==> src/rtl/nec_ir_rx_frame.sv <==
// NEC IR frame receiver: measures leader, bit and stop timing on the synchronised pin,
// validates the decoded word and hands it to control logic via a valid/ack handshake.
`timescale 1ns/1ps
module nec_ir_rx_frame #(
    parameter int SYNC_STAGES = 2,
    parameter int LEAD_LO_MIN = 155,
    parameter int LEAD_LO_MAX = 165,
    parameter int LEAD_HI_MIN = 75,
    parameter int LEAD_HI_MAX = 85,
    parameter int RPT_HI_MIN  = 35,
    parameter int RPT_HI_MAX  = 45,
    parameter int BIT_ONE_MIN = 20,
    parameter int BIT_MAX     = 35,
    parameter int FRAME_MAX   = 1280,
    parameter bit CHECK_CMD   = 1'b1,
    parameter bit CHECK_ADDR  = 1'b0
) (
    input  logic        nec_clk,
    input  logic        reset_n,
    input  logic        ir_signal,
    input  logic        ack,
    output logic [31:0] word,
    output logic [15:0] addr,
    output logic [7:0]  cmd,
    output logic        valid,
    output logic        rpt,
    output logic        err,
    output logic [1:0]  err_code,
    output logic        busy
);
    localparam int CW = $clog2(FRAME_MAX + 1);

    typedef enum logic [2:0] {IDLE, LEAD_LO, LEAD_HI, BITS, STOP, RPT_STOP} state_t;

    state_t                 state_q, state_d;
    logic [SYNC_STAGES-1:0] sync_q;
    logic                   s_prev_q;
    logic [CW-1:0]          cnt_q, cnt_d, cnt_inc;
    logic [CW-1:0]          frame_q, frame_d, frame_inc;
    logic [5:0]             bit_cnt_q, bit_cnt_d;
    logic [31:0]            shift_q, shift_d;
    logic [31:0]            word_q, word_d;
    logic                   valid_q, valid_d;
    logic                   rpt_q, rpt_d;
    logic                   err_q, err_d;
    logic [1:0]             err_code_q, err_code_d;
    logic                   have_q, have_d;

    logic s, fall, rise;
    logic timing_err, check_fail, accept, rpt_hit, checks_ok;

    assign s         = sync_q[SYNC_STAGES-1];
    assign fall      = s_prev_q & ~s;
    assign rise      = ~s_prev_q & s;
    assign cnt_inc   = (&cnt_q)   ? cnt_q   : cnt_q + CW'(1);
    assign frame_inc = (&frame_q) ? frame_q : frame_q + CW'(1);
    assign checks_ok = (!CHECK_CMD  || ((shift_q[15:8]  ^ shift_q[7:0])   == 8'hFF)) &&
                       (!CHECK_ADDR || ((shift_q[31:24] ^ shift_q[23:16]) == 8'hFF));

    // NOTE: synchroniser flops reset to 1 (idle level) so leaving reset never looks like a falling edge.
    always_ff @(posedge nec_clk) begin
        if (!reset_n) begin
            sync_q   <= '1;
            s_prev_q <= 1'b1;
        end else begin
            sync_q   <= {sync_q[SYNC_STAGES-2:0], ir_signal};
            s_prev_q <= s;
        end
    end

    // NOTE: non-blocking assignments keep every register sampling pre-edge values.
    always_ff @(posedge nec_clk) begin
        if (!reset_n) begin
            state_q    <= IDLE;
            cnt_q      <= '0;
            frame_q    <= '0;
            bit_cnt_q  <= '0;
            shift_q    <= '0;
            word_q     <= '0;
            valid_q    <= 1'b0;
            rpt_q      <= 1'b0;
            err_q      <= 1'b0;
            err_code_q <= 2'd0;
            have_q     <= 1'b0;
        end else begin
            state_q    <= state_d;
            cnt_q      <= cnt_d;
            frame_q    <= frame_d;
            bit_cnt_q  <= bit_cnt_d;
            shift_q    <= shift_d;
            word_q     <= word_d;
            valid_q    <= valid_d;
            rpt_q      <= rpt_d;
            err_q      <= err_d;
            err_code_q <= err_code_d;
            have_q     <= have_d;
        end
    end

    // NOTE: every variable gets a default first so no path through the case infers a latch.
    always_comb begin
        state_d    = state_q;
        cnt_d      = cnt_inc;
        frame_d    = frame_q;
        bit_cnt_d  = bit_cnt_q;
        shift_d    = shift_q;
        timing_err = 1'b0;
        check_fail = 1'b0;
        accept     = 1'b0;
        rpt_hit    = 1'b0;

        unique case (state_q)
            IDLE: begin
                cnt_d = '0;
                if (fall) state_d = LEAD_LO;
            end
            LEAD_LO: begin
                if (rise) begin
                    if (int'(cnt_q) >= LEAD_LO_MIN && int'(cnt_q) <= LEAD_LO_MAX) begin
                        state_d = LEAD_HI;
                        cnt_d   = '0;
                    end else timing_err = 1'b1;
                end else if (int'(cnt_q) > LEAD_LO_MAX) timing_err = 1'b1;
            end
            LEAD_HI: begin
                if (fall) begin
                    cnt_d = '0;
                    if (int'(cnt_q) >= LEAD_HI_MIN && int'(cnt_q) <= LEAD_HI_MAX) begin
                        state_d   = BITS;
                        frame_d   = '0;
                        bit_cnt_d = '0;
                    end else if (int'(cnt_q) >= RPT_HI_MIN && int'(cnt_q) <= RPT_HI_MAX) begin
                        state_d = RPT_STOP;
                    end else timing_err = 1'b1;
                end else if (int'(cnt_q) > LEAD_HI_MAX) timing_err = 1'b1;
            end
            BITS: begin
                frame_d = frame_inc;
                if (int'(cnt_q) > BIT_MAX || int'(frame_q) > FRAME_MAX) begin
                    timing_err = 1'b1;
                end else if (rise) begin
                    cnt_d = '0;
                end else if (fall) begin
                    // A falling edge closes a space; its length decides the bit value.
                    cnt_d     = '0;
                    shift_d   = {shift_q[30:0], int'(cnt_q) >= BIT_ONE_MIN};
                    bit_cnt_d = bit_cnt_q + 6'd1;
                    if (bit_cnt_q == 6'd31) state_d = STOP;
                end
            end
            STOP: begin
                frame_d = frame_inc;
                if (int'(cnt_q) > BIT_MAX || int'(frame_q) > FRAME_MAX) begin
                    timing_err = 1'b1;
                end else if (rise) begin
                    accept     = checks_ok;
                    check_fail = !checks_ok;
                    state_d    = IDLE;
                end
            end
            RPT_STOP: begin
                if (int'(cnt_q) > BIT_MAX) begin
                    timing_err = 1'b1;
                end else if (rise) begin
                    rpt_hit = have_q;
                    state_d = IDLE;
                end
            end
            default: state_d = IDLE;
        endcase

        if (timing_err) begin
            state_d = IDLE;
            shift_d = '0;
        end
    end

    always_comb begin
        word_d     = word_q;
        valid_d    = valid_q;
        have_d     = have_q;
        rpt_d      = rpt_hit;
        err_d      = 1'b0;
        err_code_d = err_code_q;

        if (valid_q && ack) valid_d = 1'b0;

        if (accept) begin
            // An unconsumed word is protected unless the consumer acks in this very cycle.
            if (valid_q && !ack) begin
                err_d      = 1'b1;
                err_code_d = 2'd3;
            end else begin
                word_d  = shift_q;
                valid_d = 1'b1;
                have_d  = 1'b1;
            end
        end else if (check_fail) begin
            err_d      = 1'b1;
            err_code_d = 2'd2;
        end else if (timing_err) begin
            err_d      = 1'b1;
            err_code_d = 2'd1;
        end
    end

    assign word     = word_q;
    assign addr     = word_q[31:16];
    assign cmd      = word_q[15:8];
    assign valid    = valid_q;
    assign rpt      = rpt_q;
    assign err      = err_q;
    assign err_code = err_code_q;
    assign busy     = (state_q != IDLE);

endmodule

==> config.mk <==
export PLATFORM = sky130hd
export DESIGN_NAME = nec_ir_rx_frame
export DESIGN_NICKNAME = d
export VERILOG_FILES = /design/src/rtl/nec_ir_rx_frame.sv
export SDC_FILE = /design/constraint.sdc
export NUM_CORES = 1
export LEC_CHECK = 0
export BUFFER_PORTS_ARGS = -buffer_cell sky130_fd_sc_hd__buf_2
export CORE_ASPECT_RATIO = 2
export CORE_MARGIN = 2
export CORE_UTILIZATION = 58
export CTS_CLUSTER_DIAMETER = 80
export DETAILED_ROUTE_END_ITERATION = 8
export PLACE_DENSITY = 0.87
export SLEW_MARGIN = 15
export SYNTH_ARGS = -nofsm -noshare
export SYNTH_HDL_FRONTEND = slang
export SYNTH_SLANG_ARGS = --single-unit
export TNS_END_PERCENT = 1
==> constraint.sdc <==
create_clock -name nec_clk -period 3.8 [get_ports nec_clk]
set_clock_uncertainty 0.1 [all_clocks]
set_input_delay 0.19 -clock nec_clk [delete_from_list [all_inputs] [get_ports nec_clk]]
set_output_delay 0.19 -clock nec_clk [all_outputs]
set_load 0.03 [all_outputs]
==> impl_metrics.ini <==
[yosys]
async_flop_share_pct = 0
synth.avg_cell_area_um2 = 8.93
synth_top_area_share_pct = 41.0
yosys_warnings = 0
synth_cells = 568
synth-seq-cells = 104
synth-main-ff-cell = dfxtp_1
synth_top_cell_by_area = dfxtp_1
synth_nets = 578
synth.area.top_cells = dfxtp_1 41%, mux2i_1 6.7%, nand2_1 6.2%, nor3_2 5.7%, a21oi_1 4.4%
yosysSeqAreaShare_pct = 41.0
synthDistinctLibCells = 65
mappedNetlistArea_um2 = 5070
synth_edf_count = 0

[worst_setup_path]
path_max_fanout = 18
crit_path_start_kind = register
crit_type = register to register
crit_chain = or4_4 -> or2_0 -> nor4_4 -> and2_2 -> buf_12 -> mux2i_1 -> nor3_2
crit_arrival_ns = 3.33
cp_slowest_cell = and2_2
endpoint_kind = register
slowest_delay_ns = 0.60
ff2ff_setup_slack_ns = 0.58
cp_data_required_time_ns = 3.91

[grt]
grt_max_degree = 45
grt_overflow = 0
grt_pass1_wl_um = 17200
grt_pass1_vias = 3795
antenna_found_initial = 0
grt_use_total_pct = 22.2

[cells_and_area]
num-nets-final = 603
utilization_pct = 63.7
final_area_um2 = 5470
final_common_cell = dfxtp_1
mostFrequentLayoutCells = 104 x dfxtp_1, 84 x nand2_1, 65 x buf_2, 45 x nor2_1, 45 x a21oi_1
drive_above_1_share_pct = 20.7
area_delta_synth_final_pct = 7.87
n_antenna_cell = 0

[flow_run]
drv_cap = 0

[placement]
dp_hpwl_um = 7350
dp_slack_ns = 0.641
port_buffers = 65
place.gp.congestion = 0.953
dpl_cell_area_um2 = 5170

[timing]
fin_ws_ns = 0.583
final.setup.tns_ns = 0
finalCritPeriodShare_pct = 84.7
setup_viol = 0
rsz0062_at_grt = false
worst_pin_slew_ns = 0.858
slew_viol_final = 0
max_slew_margin_pct = 42.6
max_freq_mhz = 311
period_needed_ns = 3.22
finalHoldViolCount = 0

[outcome]
status = finished, final reports clean

[clock_tree]
clock_path_buffers = 2
clkSinkCount = 104
cts_buffers = 9
cts_tree = yes
cts_htree_levels = 3
clk_latency_ns = 0.34
path_clk_slew_ns = 0.07
ctsRootBufferMaster = clkbuf_16
cts_resized = 0

[drt]
drt_first_pass_iters = 4
vias = 3995
wl_um = 10100
wl_met1_um = 3850
drtIter0Drc = 327
wl_met3_um = 341
topRoutingLayerUsed = met4
wl_per_cell_um = 14.5
wl_met2_um = 5650
viasPerCell = 5.72
drcViolationCount = 0
postRouteAntennaNets = 0

[worst_hold_path]
worstHoldPathType = input pin to register

[floorplanning]
initial_utilization_pct = 59.1
die_w_um = 70.1
num_io_pins = 66
die_height_um = 136
rows = 48
dieArea_um2 = 9560
core_um2 = 8590

[power_and_ir_drop]
cellPowerDensity_nw_per_um2 = 440
p_leak_nw = 2.06
peakVddDrop_v = 0.000230
-- Yosys cell counts (2+ instances only) --
master,count
a2111oi_0,2
o21ai_0,13
ha_1,6
nor4_1,2
a21oi_1,45
nand3_1,12
a21boi_0,3
buf_12,3
nor4b_1,2
nor2_1,45
o31ai_1,2
nor3_2,29
xor2_1,12
and3_1,4
o21a_1,2
or3_1,6
clkbuf_1,17
nand4_1,8
buf_6,3
inv_1,11
buf_4,29
nand2_1,84
xnor2_1,11
a211oi_1,8
a31oi_1,5
mux2i_1,34
nor2b_1,6
buf_2,4
o211ai_1,3
nand2b_1,7
and2_1,4
dfxtp_1,104
nor3_1,7
and4_1,4
-- area by class of cell --
type                       instances  area [um^2]
inverter                          12         45.0
multi-input combinational        394         2540
fill                             691         3120
timing repair buffer              72          393
clock buffer                      12          236
clock inverter                     4         52.6
tap                              100          125
sequential                       104         2080
-- power breakdown --
group	internal, mW	switching (mW)	total [mW]
combinational	0.123	0.206	0.330
sequential	1.12	0.0567	1.17
clock	0.514	0.391	0.905
-- critical path: cells and delay by family, from the launching register on --
family	cells	cell delay (ns)
buf+inv	1	0.25
mux	1	0.26
flops	1	0.36
simple gates	5	2.11
-- flip-flops by register name, summed over array words and instances, names as in the netlist --
register   flops
valid          1
frame_q       11
cnt_q         11
s_prev_q       1
err            1
have_q         1
word          32
err_code       2
rpt            1
state_q        3
bit_cnt_q      6
shift_q       32
sync_q         2
-- path summary, 6_finish.rpt --
| check | startpoint | endpoint | depth (start not counted) |
|---|---|---|---|
| max | cnt_q[9]$_SDFF_PN0_ | shift_q[13]$_SDFFE_PP0P_ | 7 |
| min | reset_n | sync_q[1]$_SDFF_PN1_ | 2 |
| max reg2reg | cnt_q[9]$_SDFF_PN0_ | shift_q[13]$_SDFFE_PP0P_ | 7 |
| min reg2reg | sync_q[0]$_SDFF_PN1_ | sync_q[1]$_SDFF_PN1_ | 1 |
-- cell families (layout without fill, tap and decap cells) --
logic type | after synthesis | count (layout) | share of synthesized area, %
AND/OR/NAND/NOR | 234 | 234 | 25.6
flip-flops | 104 | 104 | 41.0
AO/OA/AOI/OAI | 97 | 97 | 12.2
buffers and inverters | 70 | 100 | 8.95
multiplexers | 34 | 34 | 6.71
XOR/XNOR | 23 | 23 | 3.97
adder cells (fa/ha/maj) | 6 | 6 | 1.48
-- routing by layer --
| metal | GRT usage (%) | vias up |
|---|---|---|
| li1 | - | 1990 |
| met1 | 23.0 | 1880 |
| met2 | 40.8 | 100 |
| met3 | 4.74 | 25 |
| met4 | 12.2 | 0 |
| met5 | 0 | - |
-- stage by stage --
step / std cells / power, mW / hold WS (ns)
finish: 698 / 2.41 / 0.0766
global route: 698 / 2.50 / 0.0967
CTS: 698 / 2.42 / 0.0739
detailed placement: 681 / 1.52 / 0.291
global placement: 681 / 1.51 / 0.288
floorplan: 568 / 1.46 / 0.191
-- repair_timing --
action                    in CTS  in global routing
setup buffers                  0                  0
hold buffers                   1                  0
hold endpoints to repair       1                  0
No activity file was read; power rests on OpenSTA's default activity.
